## config.mk

```make
export PLATFORM = sky130hd
export DESIGN_NAME = memcache_key_extract
export DESIGN_NICKNAME = d
export VERILOG_FILES = /design/src/rtl/memcache_key_extract_pkg.sv /design/src/rtl/memcache_key_extract_wcount_gen.sv /design/src/rtl/memcache_key_extract.sv
export SDC_FILE = /design/constraint.sdc
export NUM_CORES = 1
export LEC_CHECK = 0
export CELL_PAD_IN_SITES_DETAIL_PLACEMENT = 1
export CELL_PAD_IN_SITES_GLOBAL_PLACEMENT = 1
export CORE_ASPECT_RATIO = 0.6
export CORE_MARGIN = 1
export CORE_UTILIZATION = 46
export DETAILED_ROUTE_END_ITERATION = 8
export PLACE_DENSITY_LB_ADDON = 0.1
export REMOVE_ABC_BUFFERS = 1
export SYNTH_ARGS = -nofsm -noshare
export SYNTH_HDL_FRONTEND = slang
export SYNTH_SLANG_ARGS = --single-unit
```

## constraint.sdc

```tcl
create_clock -name CLK -period 6.81 [get_ports CLK]
set_input_delay 1.0215 -clock CLK [delete_from_list [all_inputs] [get_ports CLK]]
set_output_delay 1.0215 -clock CLK [all_outputs]
set_load 0.01 [all_outputs]
```

## src/rtl/memcache_key_extract_pkg.sv

```systemverilog
// Shared types and constants for the memcached request key extractor.
package memcache_pkg;

    typedef enum logic [2:0] {
        IDLE,
        HDR,
        EXTRAS,
        KEY,
        BODY,
        DROP
    } state_t;

    // Byte offsets inside the 24-byte binary-protocol request header.
    localparam logic [4:0] OFF_MAGIC   = 5'd0;
    localparam logic [4:0] OFF_OPCODE  = 5'd1;
    localparam logic [4:0] OFF_KEYLEN  = 5'd2;
    localparam logic [4:0] OFF_EXTLEN  = 5'd4;
    localparam logic [4:0] OFF_BODYLEN = 5'd8;
    localparam logic [4:0] HDR_LEN     = 5'd24;

    localparam logic [7:0] MAGIC_REQ = 8'h80;
    localparam logic [7:0] MAXKEY    = 8'd250;
    localparam logic [7:0] BLOCK     = 8'd12;

    // Number of key bytes that fall into the next hash block: min(BLOCK, n).
    function automatic logic [3:0] block_take(input logic [7:0] n);
        return (n >= BLOCK) ? BLOCK[3:0] : n[3:0];
    endfunction

    // First non-empty section after the current one, or IDLE when the frame is complete.
    function automatic state_t next_section(input logic [7:0]  ext,
                                            input logic [7:0]  klen,
                                            input logic [31:0] body);
        if (ext != 8'd0)
            return EXTRAS;
        else if (klen != 8'd0)
            return KEY;
        else if (body != 32'd0)
            return BODY;
        else
            return IDLE;
    endfunction

endpackage

```

## src/rtl/memcache_key_extract_wcount_gen.sv

```systemverilog
// Generates the per-byte "bytes left in this 12-byte block" count for the hash stage.
// A mod-12 down-counter walks each block while a remaining-bytes counter sizes the
// next block, so no division is needed.
module memcache_wcount_gen
    import memcache_pkg::*;
(
    input  logic       CLK,
    input  logic       RST,
    input  logic       advance,
    input  logic       key_first,
    input  logic [7:0] keylen,
    output logic [3:0] wcount
);

    logic [7:0] rem;

    // Load a fresh block on the first key byte or when the current block runs out.
    always_ff @(posedge CLK) begin
        if (RST) begin
            wcount <= 4'd0;
            rem    <= 8'd0;
        end else if (advance) begin
            if (key_first) begin
                wcount <= block_take(keylen);
                rem    <= keylen - {4'd0, block_take(keylen)};
            end else if (wcount == 4'd1) begin
                wcount <= block_take(rem);
                rem    <= rem - {4'd0, block_take(rem)};
            end else begin
                wcount <= wcount - 4'd1;
            end
        end
    end

endmodule

```

## src/rtl/memcache_key_extract.sv

```systemverilog
// Memcached binary-protocol request parser: decodes the header, skips extras,
// streams the key to the hash stage and flags malformed frames.
module memcache_key_extract #(
    parameter logic [7:0] MAXKEY = memcache_pkg::MAXKEY,
    parameter logic [7:0] MAGIC  = memcache_pkg::MAGIC_REQ
) (
    input  logic       CLK,
    input  logic       RST,
    input  logic       in_valid,
    input  logic [7:0] in_data,
    input  logic       in_sof,
    input  logic       in_eof,
    output logic       key_en,
    output logic [7:0] key_byte,
    output logic [7:0] key_len,
    output logic       key_first,
    output logic       key_last,
    output logic [3:0] wcount,
    output logic [7:0] opcode,
    output logic       hdr_done,
    output logic       frame_ok,
    output logic       frame_err
);
    import memcache_pkg::*;

    state_t      state, state_n;
    logic [4:0]  h, h_n;
    logic        hdr_bad, hdr_bad_n;
    logic [7:0]  klen, klen_n;
    logic [7:0]  ext, ext_n;
    logic [31:0] total, total_n;
    logic [31:0] body, body_n;
    logic [31:0] cnt, cnt_n;

    logic        key_en_n, key_first_n, key_last_n;
    logic        hdr_done_n, frame_ok_n, frame_err_n;
    logic [7:0]  key_byte_n, key_len_n, opcode_n;

    logic        adv;
    logic        in_frame;
    state_t      follow;
    logic [31:0] need_len;
    logic [31:0] body_calc;
    logic        bad_now;
    logic        key_start;

    // Extras plus key must fit inside the declared body; the rest is value bytes.
    assign need_len  = {24'd0, ext} + {24'd0, klen};
    assign body_calc = total - need_len;
    assign bad_now   = hdr_bad || (total < need_len);
    assign key_start = (cnt == {24'd0, klen});

    // Next-state, counter and output decode for one accepted byte.
    always_comb begin
        // NOTE: every variable gets a default here so no path leaves it unassigned and infers a latch.
        state_n     = state;
        h_n         = h;
        hdr_bad_n   = hdr_bad;
        klen_n      = klen;
        ext_n       = ext;
        total_n     = total;
        body_n      = body;
        cnt_n       = cnt;
        key_en_n    = 1'b0;
        key_byte_n  = key_byte;
        key_len_n   = key_len;
        key_first_n = key_first;
        key_last_n  = key_last;
        opcode_n    = opcode;
        hdr_done_n  = 1'b0;
        frame_ok_n  = 1'b0;
        frame_err_n = 1'b0;
        adv         = 1'b0;
        in_frame    = 1'b0;
        follow      = IDLE;

        if (in_valid) begin
            key_first_n = 1'b0;
            key_last_n  = 1'b0;
            if (in_sof) begin
                // A start byte aborts any live frame; DROP already reported its error.
                frame_err_n = in_eof || (state != IDLE && state != DROP);
                if (in_eof) begin
                    state_n = IDLE;
                end else begin
                    state_n   = HDR;
                    h_n       = OFF_MAGIC + 5'd1;
                    hdr_bad_n = (in_data != MAGIC);
                    klen_n    = 8'd0;
                    ext_n     = 8'd0;
                    total_n   = 32'd0;
                end
            end else begin
                case (state)
                    HDR: begin
                        in_frame = 1'b1;
                        h_n      = h + 5'd1;
                        case (h)
                            OFF_OPCODE: opcode_n = in_data;
                            OFF_KEYLEN: begin
                                if (in_data != 8'd0) hdr_bad_n = 1'b1;
                            end
                            OFF_KEYLEN + 5'd1: begin
                                klen_n = in_data;
                                if (in_data > MAXKEY) hdr_bad_n = 1'b1;
                            end
                            OFF_EXTLEN: ext_n = in_data;
                            OFF_BODYLEN, OFF_BODYLEN + 5'd1,
                            OFF_BODYLEN + 5'd2, OFF_BODYLEN + 5'd3:
                                total_n = {total[23:0], in_data};
                            default: ;
                        endcase
                        if (h == HDR_LEN - 5'd1) begin
                            if (bad_now) begin
                                in_frame    = 1'b0;
                                frame_err_n = 1'b1;
                                state_n     = in_eof ? IDLE : DROP;
                            end else begin
                                adv        = 1'b1;
                                hdr_done_n = 1'b1;
                                key_len_n  = klen;
                                body_n     = body_calc;
                                follow     = next_section(ext, klen, body_calc);
                            end
                        end
                    end
                    EXTRAS: begin
                        in_frame = 1'b1;
                        adv      = (cnt == 32'd1);
                        follow   = next_section(8'd0, klen, body);
                    end
                    KEY: begin
                        in_frame    = 1'b1;
                        key_en_n    = 1'b1;
                        key_byte_n  = in_data;
                        key_first_n = key_start;
                        key_last_n  = (cnt == 32'd1);
                        adv         = (cnt == 32'd1);
                        follow      = next_section(8'd0, 8'd0, body);
                    end
                    BODY: begin
                        in_frame = 1'b1;
                        adv      = (cnt == 32'd1);
                        follow   = IDLE;
                    end
                    DROP: begin
                        if (in_eof) state_n = IDLE;
                    end
                    default: ;
                endcase

                // Shared section-boundary handling: truncation, overrun, clean end.
                if (in_frame) begin
                    if (adv) begin
                        if (follow == IDLE) begin
                            frame_ok_n  = in_eof;
                            frame_err_n = !in_eof;
                            state_n     = in_eof ? IDLE : DROP;
                        end else if (in_eof) begin
                            frame_err_n = 1'b1;
                            state_n     = IDLE;
                        end else begin
                            state_n = follow;
                            case (follow)
                                EXTRAS:  cnt_n = {24'd0, ext};
                                KEY:     cnt_n = {24'd0, klen};
                                BODY:    cnt_n = (state == HDR) ? body_calc : body;
                                default: cnt_n = cnt;
                            endcase
                        end
                    end else if (in_eof) begin
                        frame_err_n = 1'b1;
                        state_n     = IDLE;
                    end else if (state != HDR) begin
                        cnt_n = cnt - 32'd1;
                    end
                end
            end
        end
    end

    // State, header fields, counters and registered outputs.
    always_ff @(posedge CLK) begin
        if (RST) begin
            state     <= IDLE;
            h         <= 5'd0;
            hdr_bad   <= 1'b0;
            klen      <= 8'd0;
            ext       <= 8'd0;
            total     <= 32'd0;
            body      <= 32'd0;
            cnt       <= 32'd0;
            key_en    <= 1'b0;
            key_byte  <= 8'd0;
            key_len   <= 8'd0;
            key_first <= 1'b0;
            key_last  <= 1'b0;
            opcode    <= 8'd0;
            hdr_done  <= 1'b0;
            frame_ok  <= 1'b0;
            frame_err <= 1'b0;
        end else begin
            // NOTE: nonblocking assignments so every register samples pre-edge values.
            state     <= state_n;
            h         <= h_n;
            hdr_bad   <= hdr_bad_n;
            klen      <= klen_n;
            ext       <= ext_n;
            total     <= total_n;
            body      <= body_n;
            cnt       <= cnt_n;
            key_en    <= key_en_n;
            key_byte  <= key_byte_n;
            key_len   <= key_len_n;
            key_first <= key_first_n;
            key_last  <= key_last_n;
            opcode    <= opcode_n;
            hdr_done  <= hdr_done_n;
            frame_ok  <= frame_ok_n;
            frame_err <= frame_err_n;
        end
    end

    memcache_wcount_gen u_wcount (
        .CLK       (CLK),
        .RST       (RST),
        .advance   (in_valid && !in_sof && (state == KEY)),
        .key_first (key_start),
        .keylen    (klen),
        .wcount    (wcount)
    );

endmodule

```

==> metrics.yaml <==
fin_crit_ns: 6.05
synth.most_common_cell: "nand2_1"
drive_above_1_share_pct: 5.49
ys.warnings.count: 0
cts_resized: 0
cts-htree-levels: 4
clock_path_buffers: 2
cts_setup_buffers: 0
cp_top_family: "compound AO/OA/AOI/OAI gates"
start_util_pct: 47.4
swShare_pct: 29.5
synthXorXnorAreaFrac_pct: 4.01
syn_inst: 1338
diodes: 0
io_buffer_count: 46
violations: "DRC"
worst_slew_pin_slew_ns: 1.27
slew_headroom_pct: 14.9
setup_viol: 0
vias_per_cell: 6.42
outcome: "finished, violations left"
power_leakage_uw: 0.00431
synth.area.mux_share_pct: 2.74
p_per_area_mw_per_mm2: 214
avgRoutedWirePerCell_um: 22.6
overflow: 0
ys.flop_type: "dfxtp_1"
gp_congestion: 0.905
synth_cell_types: 79
start_kind: "flip-flop"
synthArstFlopShare_pct: 0
yosysTopAreaCellShare_pct: 32.5
ant_nets: 0
clkPwrFrac_pct: 44.7
power_uw: 2400
die_area_mm2: 0.0224
dr.pass1.iters: 7
clkTransAtPathRegs_ns: 0.07
p_seq_share_pct: 40.1
wirelength_um: 36800
syn_avg_cell_area_um2: 7.51
fin_nets: 1376
hp-class: "flip-flop to flip-flop"
ctsHoldBuffers: 0
synthAdderAreaFrac_pct: 3.76
crit_path_max_incr_delay_ns: 0.67
ys_ff_latch: 163
drt_iter0_markers: 927
die_w_um: 193
endpoint_kind: "flip-flop"
synthTopCellsByArea: "dfxtp_1 (32%), nand2_1 (7.1%), a21oi_1 (6.6%)"
finalHoldViolations: 0
synth_top_family_by_area: "simple AND/OR/NAND/NOR gates"
crit_chain: "ha_1, fa_1, a21o_1, a21oi_1, o21bai_1, a21oi_1, xnor2_1, ha_1, a21oi_1, a2111oi_0, o21ai_0, nand3_1, xor2_1, and3_1, and4_1, a21oi_1, buf_4, a2111oi_0, nor4_1"
synth_compound_area_share_pct: 24.1
rsz0062_at_grt: "no"
grt_max_degree: 71
syn_to_final_growth_pct: 12.1
crit_fanout: 14
coreArea_mm2: 0.0212
yosysTopAreaCell: "dfxtp_1"
grt_pass1_vias: 9785
switchingPower_uw: 709
cts_inserted_buffers: 17
critPathKind: "flip-flop to flip-flop"
hpwlAfterDp_um: 26600
vdd_drop_max_uv: 172
grt_usage_pct: 33.2
cts_tree: "yes"
synth_area_mm2: 0.0100
grt_pass1_wl_um: 56700
max_cap_violations: 0
critical_path_buf_inv_count: 1
clock-skew-final_ns: 0.0107
p_comb_share_pct: 15.2
ys_top_cells_by_count: "nand2_1 (191), dfxtp_1 (163), nor2_1 (147)"
clock.fmax_mhz: 165
grt_antenna_before_repair: 0
vias: 10447
p_int_uw: 1690
clock_latency_ns: 0.45
yosysSeqAreaShare_pct: 32.5
slew_violations: 0
cts.sinks: 163
cp.required_ns: 7.11
rows: 41
drc: 5
cp.arrival_ns: 6.34
synth-edff-count: 0
tns_ns: 0
root_buffer: "clkbuf_16"
cp_slowest_cell: "a2111oi_0"
fin_crit_sh_pct: 88.8
path_common_cell: "a21oi_1"
die_h_um: 116
yosys.area_share.simple_pct: 28.0
ios: 47
## power by group through the flow
stage               registers (µW)  clock network [µW]  logic [µW]
floorplan                      984                   0         219
global placement               985                   0         343
detailed placement             986                   0         349
CTS                            964                1080         354
global route                   964                1120         390
finish                         964                1070         366
## cell families (layout without fill, tap and decap cells)
| family | after synthesis | after routing |
|---|---|---|
| muxes | 27 | 27 |
| buffers and inverters | 118 | 126 |
| AOI/OAI and AO/OA | 374 | 374 |
| and+or+nand+nor | 580 | 580 |
| DFF | 163 | 163 |
| other | 1 | 2 |
| xor gates and xnor gates | 46 | 46 |
| adders and majority gates | 29 | 29 |
## cells in the final DEF, fill, tap and decap left out, types with 11 or more instances in the layout
cell	synthesis	final
or3_1	17	17
ha_1	27	27
nor4_1	35	35
a21oi_1	133	133
clkdlybuf4s50_1	0	45
o21ai_0	64	64
clkbuf_16	0	17
or4_1	13	13
nor3_1	42	42
nand2_1	191	191
xor2_1	22	22
nand4_1	22	22
xnor2_1	24	24
dfxtp_1	163	163
and2_1	15	15
a211oi_1	42	42
buf_4	1	17
nand3_1	25	25
nand2b_1	17	17
o22ai_1	13	13
mux2i_1	26	26
nor2b_1	14	14
a21o_1	11	11
inv_1	31	31
a31oi_1	17	17
nor2_1	147	146
## through the flow
stage / hold slack, ns / instance area, µm² / setup WS (ns) / instances / utilization [%]
floorplan: 0.443 / 9670 / 1.41 / 1252 / -
global placement: 0.442 / 10600 / 1.10 / 1594 / 50.2
detailed placement: 0.447 / 10600 / 1.05 / 1594 / 50.2
CTS: 0.457 / 11300 / 0.906 / 1626 / 53.1
global route: 0.474 / 11300 / 0.342 / 1626 / 53.1
finish: 0.454 / 11300 / 0.764 / 1626 / 53.1
## final cells by class
| cell class | instances | area, µm² |
|---|---|---|
| Fill cell | 2628 | 9930 |
| Multi-Input combinational cell | 1058 | 6300 |
| Sequential cell | 163 | 3260 |
| Timing Repair Buffer | 63 | 598 |
| Clock buffer | 18 | 429 |
| Tap cell | 279 | 349 |
| Clock inverter | 14 | 203 |
| Inverter | 31 | 116 |
## metal layers
metal / wire length, µm / track usage [%] / up-vias
li1: - / - / 4850
met1: 18300 / 50.3 / 5181
met2: 14800 / 46.3 / 379
met3: 3250 / 9.13 / 37
met4: 376 / 6.40 / 0
met5: 0 / 0 / -
## registers in the layout, indices dropped and copies added, names as in the netlist, 5 cells and up
register / cells
key_len: 8
total: 32
key_byte: 8
klen: 8
body: 32
u_wcount.rem: 8
opcode: 8
ext: 8
cnt: 32
h: 5
## worst min-delay path, stage by stage (launching register included)
cell     delay (ns)
dfxtp_1        0.31
nand2_1        0.05
a21oi_1        0.05
## path summary, 6_finish.rpt
check                              endpoint         from  cells past startpoint  slack [ns]
worst max-delay path                 cnt[0]      klen[0]                     19        0.76
worst min-delay path            key_byte[5]  key_byte[5]                      2        0.45
worst max register to register       cnt[0]      klen[0]                     19        0.76
worst min register to register  key_byte[5]  key_byte[5]                      2        0.45
Power figures use the tool's default switching activity.
